## src/rtl/spram_burst_reader.sv

```systemverilog
// spram_burst_reader: streams a (base, length) burst out of a registered-read SPRAM as valid/ready beats
// Ports:
//   clk, rst_n              clock, asynchronous active-low reset
//   start, base_addr, length burst command (sampled only while idle; length 0..2^ADDR_WIDTH)
//   busy, done              not-idle flag, one-cycle end-of-burst pulse
//   ram_cs/we/oe/addr       SPRAM control and address (we tied low)
//   ram_rdata               SPRAM read data, valid the cycle after its address
//   m_data/valid/ready/last output stream
module spram_burst_reader #(
    parameter int DATA_WIDTH = 8,
    parameter int ADDR_WIDTH = 8
) (
    input  logic                  clk,
    input  logic                  rst_n,
    input  logic                  start,
    input  logic [ADDR_WIDTH-1:0] base_addr,
    input  logic [ADDR_WIDTH:0]   length,
    output logic                  busy,
    output logic                  done,
    output logic                  ram_cs,
    output logic                  ram_we,
    output logic                  ram_oe,
    output logic [ADDR_WIDTH-1:0] ram_addr,
    input  logic [DATA_WIDTH-1:0] ram_rdata,
    output logic [DATA_WIDTH-1:0] m_data,
    output logic                  m_valid,
    input  logic                  m_ready,
    output logic                  m_last
);
    typedef enum logic [1:0] {IDLE, RUN, DRAIN} state_t;
    localparam logic [ADDR_WIDTH:0] REM_ONE = {{ADDR_WIDTH{1'b0}}, 1'b1};
    state_t state, state_next;
    logic done_next;
    logic [ADDR_WIDTH:0] remaining;
    logic pending, pending_last;
    logic [DATA_WIDTH-1:0] fifo_data [2];
    logic [1:0] fifo_last;
    logic wr_ptr, rd_ptr;
    logic [1:0] count;
    logic pop, issue, fifo_empty_next;
    logic [2:0] occupancy;
    assign pop = m_valid & m_ready;
    // Words held or in flight after this edge; a read is issued only if it will find a free slot.
    assign occupancy = {1'b0, count} + {2'b0, pending} - {2'b0, pop};
    assign issue = (state == RUN) && (remaining != '0) && (occupancy < 3'd2);
    // Only consulted when nothing is in flight, so no push can land this edge.
    assign fifo_empty_next = (count == {1'b0, pop});
    assign m_valid = (count != 2'd0);
    assign m_data = fifo_data[rd_ptr];
    assign m_last = m_valid & fifo_last[rd_ptr];
    always_ff @(posedge clk or negedge rst_n) begin
        if (!rst_n) begin
            state <= IDLE;
            done <= 1'b0;
        end else begin
            state <= state_next;
            done <= done_next;
        end
    end
    // The last accept and the return to IDLE share an edge, so done follows the final beat directly.
    always_comb begin
        state_next = state;
        done_next = 1'b0;
        case (state)
            IDLE: begin
                state_next = (start && length != '0) ? RUN : IDLE;
                done_next = start && length == '0;
            end
            RUN: if (remaining == '0 && !pending) begin
                state_next = fifo_empty_next ? IDLE : DRAIN;
                done_next = fifo_empty_next;
            end
            DRAIN: begin
                state_next = fifo_empty_next ? IDLE : DRAIN;
                done_next = fifo_empty_next;
            end
            default: state_next = IDLE;
        endcase
    end
    // RAM stays selected through the capture-only and drain cycles so data_out is not gated off.
    always_comb begin
        busy = (state != IDLE);
        ram_cs = busy;
        ram_oe = busy;
        ram_we = 1'b0;
    end
    always_ff @(posedge clk or negedge rst_n) begin
        if (!rst_n) begin
            ram_addr <= '0;
            remaining <= '0;
            pending <= 1'b0;
            pending_last <= 1'b0;
        end else begin
            pending <= issue;
            pending_last <= issue && remaining == REM_ONE;
            if (state == IDLE && start && length != '0) begin
                ram_addr <= base_addr;
                remaining <= length;
            end else if (issue) begin
                ram_addr <= ram_addr + {{(ADDR_WIDTH-1){1'b0}}, 1'b1};
                remaining <= remaining - REM_ONE;
            end
        end
    end
    // Two-entry skid FIFO; a word read last cycle is captured unconditionally.
    always_ff @(posedge clk or negedge rst_n) begin
        if (!rst_n) begin
            fifo_data[0] <= '0;
            fifo_data[1] <= '0;
            fifo_last <= '0;
            wr_ptr <= 1'b0;
            rd_ptr <= 1'b0;
            count <= 2'd0;
        end else begin
            if (pending) begin
                fifo_data[wr_ptr] <= ram_rdata;
                fifo_last[wr_ptr] <= pending_last;
                wr_ptr <= ~wr_ptr;
            end
            if (pop) rd_ptr <= ~rd_ptr;
            count <= count + {1'b0, pending} - {1'b0, pop};
        end
    end
endmodule
```

## config.mk

```make
export PLATFORM = sky130hd
export DESIGN_NAME = spram_burst_reader
export DESIGN_NICKNAME = d
export VERILOG_FILES = /design/src/rtl/spram_burst_reader.sv
export SDC_FILE = /design/constraint.sdc
export NUM_CORES = 1
export LEC_CHECK = 0
export ABC_AREA = 1
export CORE_AREA = 2 2 57 99
export DETAILED_ROUTE_END_ITERATION = 12
export DIE_AREA = 0 0 59 101
export HOLD_SLACK_MARGIN = 0.02
export PLACE_DENSITY = 0.89
export SYNTH_ARGS = -nofsm -noshare
export SYNTH_HDL_FRONTEND = slang
export SYNTH_SLANG_ARGS = --single-unit
```

## constraint.sdc

```tcl
create_clock -name clk -period 2.95 [get_ports clk]
set_input_delay 0.7375 -clock clk [delete_from_list [all_inputs] [get_ports clk]]
set_output_delay 0.7375 -clock clk [all_outputs]
set_load 0.005 [all_outputs]
```

Word-level counts from Yosys, hierarchy flattened

Cells that the tools add are included.

Bits in registers: 44
Output and inout bits: 23
Logic and storage cells: 76
Input bits: 29

Bitwise gates (word level): 6
Equal/unequal tests: 5
Muxes and demuxes: 21
$add $sub $neg: 6
Magnitude comparators: 7
Reduce and logical (&&, ||, !) cells: 19

Operators by type and width:

| kind                                                                  | count |
|---|---|
| 8-bit two-way mux                                                     | 6 |
| 9-bit zero test                                                       | 2 |
| 9-bit two-way mux                                                     | 2 |
| 9-bit nonzero test                                                    | 2 |
| 16-bit bitwise mux                                                    | 1 |
| 1-bit logical AND                                                     | 10 |
| 9-bit by 1-bit == test with 1-bit output (second input constant)      | 1 |
| 9-bit by 1-bit subtractor with 9-bit output (second input constant)   | 1 |
| 8-bit by 1-bit adder with 8-bit output (second input constant)        | 1 |
| 8-bit demux with 1-bit select                                         | 1 |
| 2-bit case mux with 3 select lines                                    | 1 |
| 2-bit nonzero test                                                    | 3 |
| 1-bit two-way mux                                                     | 5 |
| 2-bit greater-or-equal comparator (second input constant)             | 2 |
| 1-bit by 2-bit < comparator with 1-bit output (second input constant) | 2 |
| 2-bit two-way mux                                                     | 2 |
| 1-bit inverter with 2-bit output                                      | 2 |
| 2-bit by 1-bit adder with 3-bit output                                | 1 |
| 3-bit by 2-bit < comparator with 1-bit output (second input constant) | 1 |
| 1-bit case mux with 3 select lines                                    | 1 |
| 3-bit by 1-bit subtractor with 3-bit output                           | 1 |
| 2-bit by 1-bit adder with 2-bit output                                | 1 |
| 1-bit bitwise AND                                                     | 2 |
| 2-bit bitwise mux                                                     | 1 |
| 11 further kinds                                                      | 12 |

Longest topological paths before layout

Depth in word-level cells: 7
Mapped depth: 16
Depth with buffers taken out: 16

Worst setup path before layout

No wires, ideal clock.

Path type: input port to flip-flop
Start: input port m_ready
End: register remaining[1]
Library setup time: 0.068 ns
Required time: 2.882 ns
Buffers on the path: 1
Setup slack: 0.409 ns
Arrival time: 2.473 ns
Stages: 14
Cells stage by stage: nand2_1 inv_1 ha_1 inv_1 ha_1 fa_1 inv_1 nand3_1 nor2_1 inv_1 nor2_4 buf_6 nand3b_1 nand3_1

Longest elaborated chain between the ends: 5

RTL lines:

| element                                       | RTL line | RTL |
|---|---|---|
| from (decl)                                   | 27       | `input logic m_ready,` |
| 1-bit bitwise AND                             | 42       | `assign pop = m_valid & m_ready;` |
| named net pop                                 | 40       | `logic pop, issue, fifo_empty_next;` |
| 3-bit by 1-bit subtractor with 3-bit output   | 44       | `assign occupancy = {1'b0, count} + {2'b0, pending} - {2'b0, pop};` |
| named net occupancy[1]                        | 41       | `logic [2:0] occupancy;` |
| 3-bit by 2-bit < comparator with 1-bit output | 45       | `assign issue = (state == RUN) && (remaining != '0) && (occupancy < 3'd2);` |
| 1-bit logical AND                             | 45       |  |
| named net issue                               | 40       |  |
| 2-bit nonzero test (no line)                  | n/a      |  |
| to (signal assigned)                          | 98       | `remaining <= length;` |
| to (signal assigned)                          | 101      | `remaining <= remaining - REM_ONE;` |
| to (decl)                                     | 34       | `logic [ADDR_WIDTH:0] remaining;` |

The timed path passes the listed nets, and every way through them passes these cells.
A chain may end at the register's enable or synchronous reset.

Worst setup path after layout

Start: register count[1]
End: register remaining[4]

Longest elaborated chain between the ends: 6
Elaborated cells between the ends (all ways): 7
Classes of those cells: add/sub (2); order compare (1); bitwise (1); reduce/logical (3)

RTL lines:

| element                                       | RTL line | RTL |
|---|---|---|
| from (decl)                                   | 39       | `logic [1:0] count;` |
| from (signal assigned)                        | 121      | `count <= count + {1'b0, pending} - {1'b0, pop};` |
| 2-bit nonzero test                            | 48       | `assign m_valid = (count != 2'd0);` |
| 1-bit bitwise AND                             | 42       |  |
| named net pop                                 | 40       |  |
| 3-bit by 1-bit subtractor with 3-bit output   | 44       |  |
| named net occupancy[1]                        | 41       |  |
| 3-bit by 2-bit < comparator with 1-bit output | 45       |  |
| 1-bit logical AND                             | 45       |  |
| 2-bit nonzero test (no line)                  | n/a      |  |

The timed path passes the listed nets, and every way through them passes these cells.

==> flow_summary.json <==
{
  "via_per_inst": 5.273,
  "ys_types": 27,
  "fp-row-count": 35,
  "grt_max_degree": 24,
  "yosys-top-cells-count": "nand2_1 (101), nand3_1 (51), inv_1 (46)",
  "fmax_mhz": 364.9,
  "grt-ovfl-total": 0,
  "crit_path_end_kind": "register",
  "skew_ns": 0.008098,
  "drc": 0,
  "ant_nets": 0,
  "clock_sinks": 44,
  "grt_pass1_vias": 2349,
  "critPathMaxFanout": 5,
  "antenna_found_initial": 0,
  "globalRouteTotalUtil_pct": 20.62,
  "fin_nets": 438,
  "p_clk_share_pct": 12.0,
  "root_buffer": "clkbuf_8",
  "ys_ff_latch": 44,
  "routed_wl_um": 5821,
  "hp-class": "in -> async",
  "synth_edf_count": 0,
  "switching_share_pct": 42.74,
  "arrival_ns": 2.99,
  "synth_top_area_share_pct": 42.68,
  "clock_latency_ns": 0.30,
  "place.gp.congestion": 0.8268,
  "core_area_mm2": 0.005167,
  "yosysMostFrequentCell": "nand2_1",
  "status": "completed",
  "whs_ns": 0.3761,
  "syn_avg_cell_area_um2": 7.414,
  "cap_violations": 0,
  "diodes": 0,
  "hold_viol": 0,
  "vias": 2394,
  "dr.pass1.iters": 4,
  "die_y_um": 101,
  "synthesis.instances": 348,
  "yosysSeqAreaShare_pct": 42.68,
  "initialDrtViolationCount": 111,
  "fill_cells": 437,
  "internal-power_mw": 1.874,
  "final_max_slew_viol_count": 0,
  "grt_pass1_wl_um": 9577,
  "cts_tree": "built",
  "yosysTopAreaCell": "dfrtp_1",
  "pwr-share-seq_pct": 34.8,
  "placed_area_mm2": 0.003099,
  "synth_warnings": 0,
  "start_util_pct": 49.93,
  "period_needed_ns": 2.740,
  "worst-slew-pin-transition_ns": 0.9456,
  "cts_buffers": 5,
  "place_hpwl_um": 4073,
  "fin_area_mm2": 0.003274,
  "critPathLaunchType": "register",
  "synth_ff_type": "dfrtp_1",
  "peakVddDrop_mv": 0.5638,
  "async_reset_ff_share_pct": 100.0,
  "critical_path_class": "reg -> reg",
  "h-tree-depth": 2,
  "p_per_area_mw_per_mm2": 999.8,
  "syn-cell-area_mm2": 0.002580,
  "cts-hold-fix-buffers": 0,
  "portBuffers": 50,
  "setup_viol": 0,
  "comb_power_share_pct": 53.2,
  "rsz0062_at_grt": "no",
  "ios": 52,
  "cts_buffer_depth": 2,
  "synth_area_leaders": "dfrtp_1 (43%), nand2_1 (15%), nand3_1 (9.9%)",
  "clkTransAtPathRegs_ns": 0.09,
  "die_area_mm2": 0.005959,
  "setup_ws_ns": 0.2096,
  "p_leak_nw": 1.652,
  "dpl_worst_slack_ns": -0.2534,
  "required_ns": 3.20,
  "drive_gt1_share_pct": 8.521,
  "syn_nets": 388,
  "slew_headroom_pct": 36.73,
  "finalCritPeriodShare_pct": 92.90,
  "rr_startpoint": "count[1]",
  "switchingPower_mw": 1.399,
  "critPathLaunch": "count[1]",
  "area_growth_pct": 26.92,
  "die_w_um": 59,
  "post_drt_wl_per_cell_um": 12.82
}
==> repair_timing <==
item,CTS,global route
resized for setup,0,14
endpoints found under the setup margin,0,17
buffers inserted,0,1
==> per-stage QoR <==
stage	util [%]	setup TNS (ns)	cells	total power, mW
floorplan	-	0	348	2.149
global placement	59.98	-2.892	444	2.699
detailed placement	59.98	-3.804	444	2.777
CTS	61.77	0	452	3.185
global route	63.37	0	454	3.572
finish	63.37	0	454	3.274
==> cells by family (layout without fill, tap and decap cells) <==
group / Yosys count / in the layout / synth area share, %
and+or+nand+nor: 199 / 199 / 33.51
buffers and inverters: 61 / 112 / 10.52
DFF: 44 / 44 / 42.68
AOI/OAI and AO/OA: 24 / 24 / 4.801
adders and majority gates: 11 / 11 / 5.626
xor gates and xnor gates: 8 / 8 / 2.716
other: 1 / 1 / 0.1454
==> power groups by stage <==
| stage | clock network (mW) | logic (mW) | registers (mW) |
|---|---|---|---|
| global route | 0.426 | 1.97 | 1.18 |
| floorplan | 0 | 1.08 | 1.07 |
| global placement | 0 | 1.57 | 1.13 |
| CTS | 0.400 | 1.65 | 1.13 |
| detailed placement | 0 | 1.64 | 1.14 |
| finish | 0.392 | 1.74 | 1.14 |
==> state kept, by name (all words and copies together), names as in the netlist <==
register	flops
wr_ptr	1
pending_last	1
remaining	9
ram_addr	8
fifo_data	16
done	1
pending	1
fifo_last	2
count	2
rd_ptr	1
state	2
==> per-layer routing <==
| metal | routed length (um) | share of wire (%) | global-route usage, % | vias up |
|---|---|---|---|---|
| li1 | - | - | - | 1181 |
| met2 | 3203 | 55 | 39.40 | 84 |
| met3 | 258 | 4.4 | 3.594 | 11 |
| met5 | 0 | 0 | 0 | - |
| met1 | 2203 | 38 | 20.74 | 1118 |
| met4 | 155 | 2.7 | 8.916 | 0 |
==> cell usage in the layout (no fill, tap or decap), types with 3 or more instances in the layout <==
cell             netlist  final
buf_4                  3      5
clkbuf_8               0      5
clkdlybuf4s50_1        0     48
dfrtp_1               44     44
ha_1                  10      9
inv_1                 46     43
inv_2                  0      3
nand2_1              101    100
nand2_2                4      4
nand3_1               51     49
nand4_1                3      3
nor2_1                32     30
nor2_4                 3      4
o21ai_0               21     21
xor2_1                 6      6
==> final timing paths <==
path / cells after the start / slack (ns) / to
max: 16 / 0.21 / remaining[4]
min: 1 / 0.38 / fifo_data[15]
max reg2reg: 16 / 0.21 / remaining[4]
min reg2reg: 2 / 0.49 / fifo_data[4]
max in group asynchronous: 2 / 1.88 / state[0]
min in group clk: 2 / 0.49 / fifo_data[4]
==> critical path, stage by stage, from the launching register on <==
cell and delay [ns]:
dfrtp_1 0.44, nor2_1 0.18, inv_1 0.09, nand2_2 0.08, inv_1 0.05, ha_1 0.28, inv_2 0.05, ha_4 0.15
fa_1 0.48, inv_2 0.07, nand3_2 0.07, nor2_4 0.15, inv_2 0.06, nor2_4 0.20, clkbuf_16 0.19, nand3_1 0.07
nand3_1 0.08
==> area by class of cell <==
| class | instances | area (um^2) | area share, % |
|---|---|---|---|
| Clock buffer | 5 | 68.82 | 2.102 |
| Clock inverter | 3 | 23.77 | 0.7260 |
| Inverter | 47 | 176.4 | 5.388 |
| Multi-Input combinational cell | 243 | 1255 | 38.33 |
| Sequential cell | 44 | 1101 | 33.63 |
| Tap cell | 55 | 68.82 | 2.102 |
| Timing Repair Buffer | 57 | 580.6 | 17.73 |
Power figures use the tool's default switching activity.
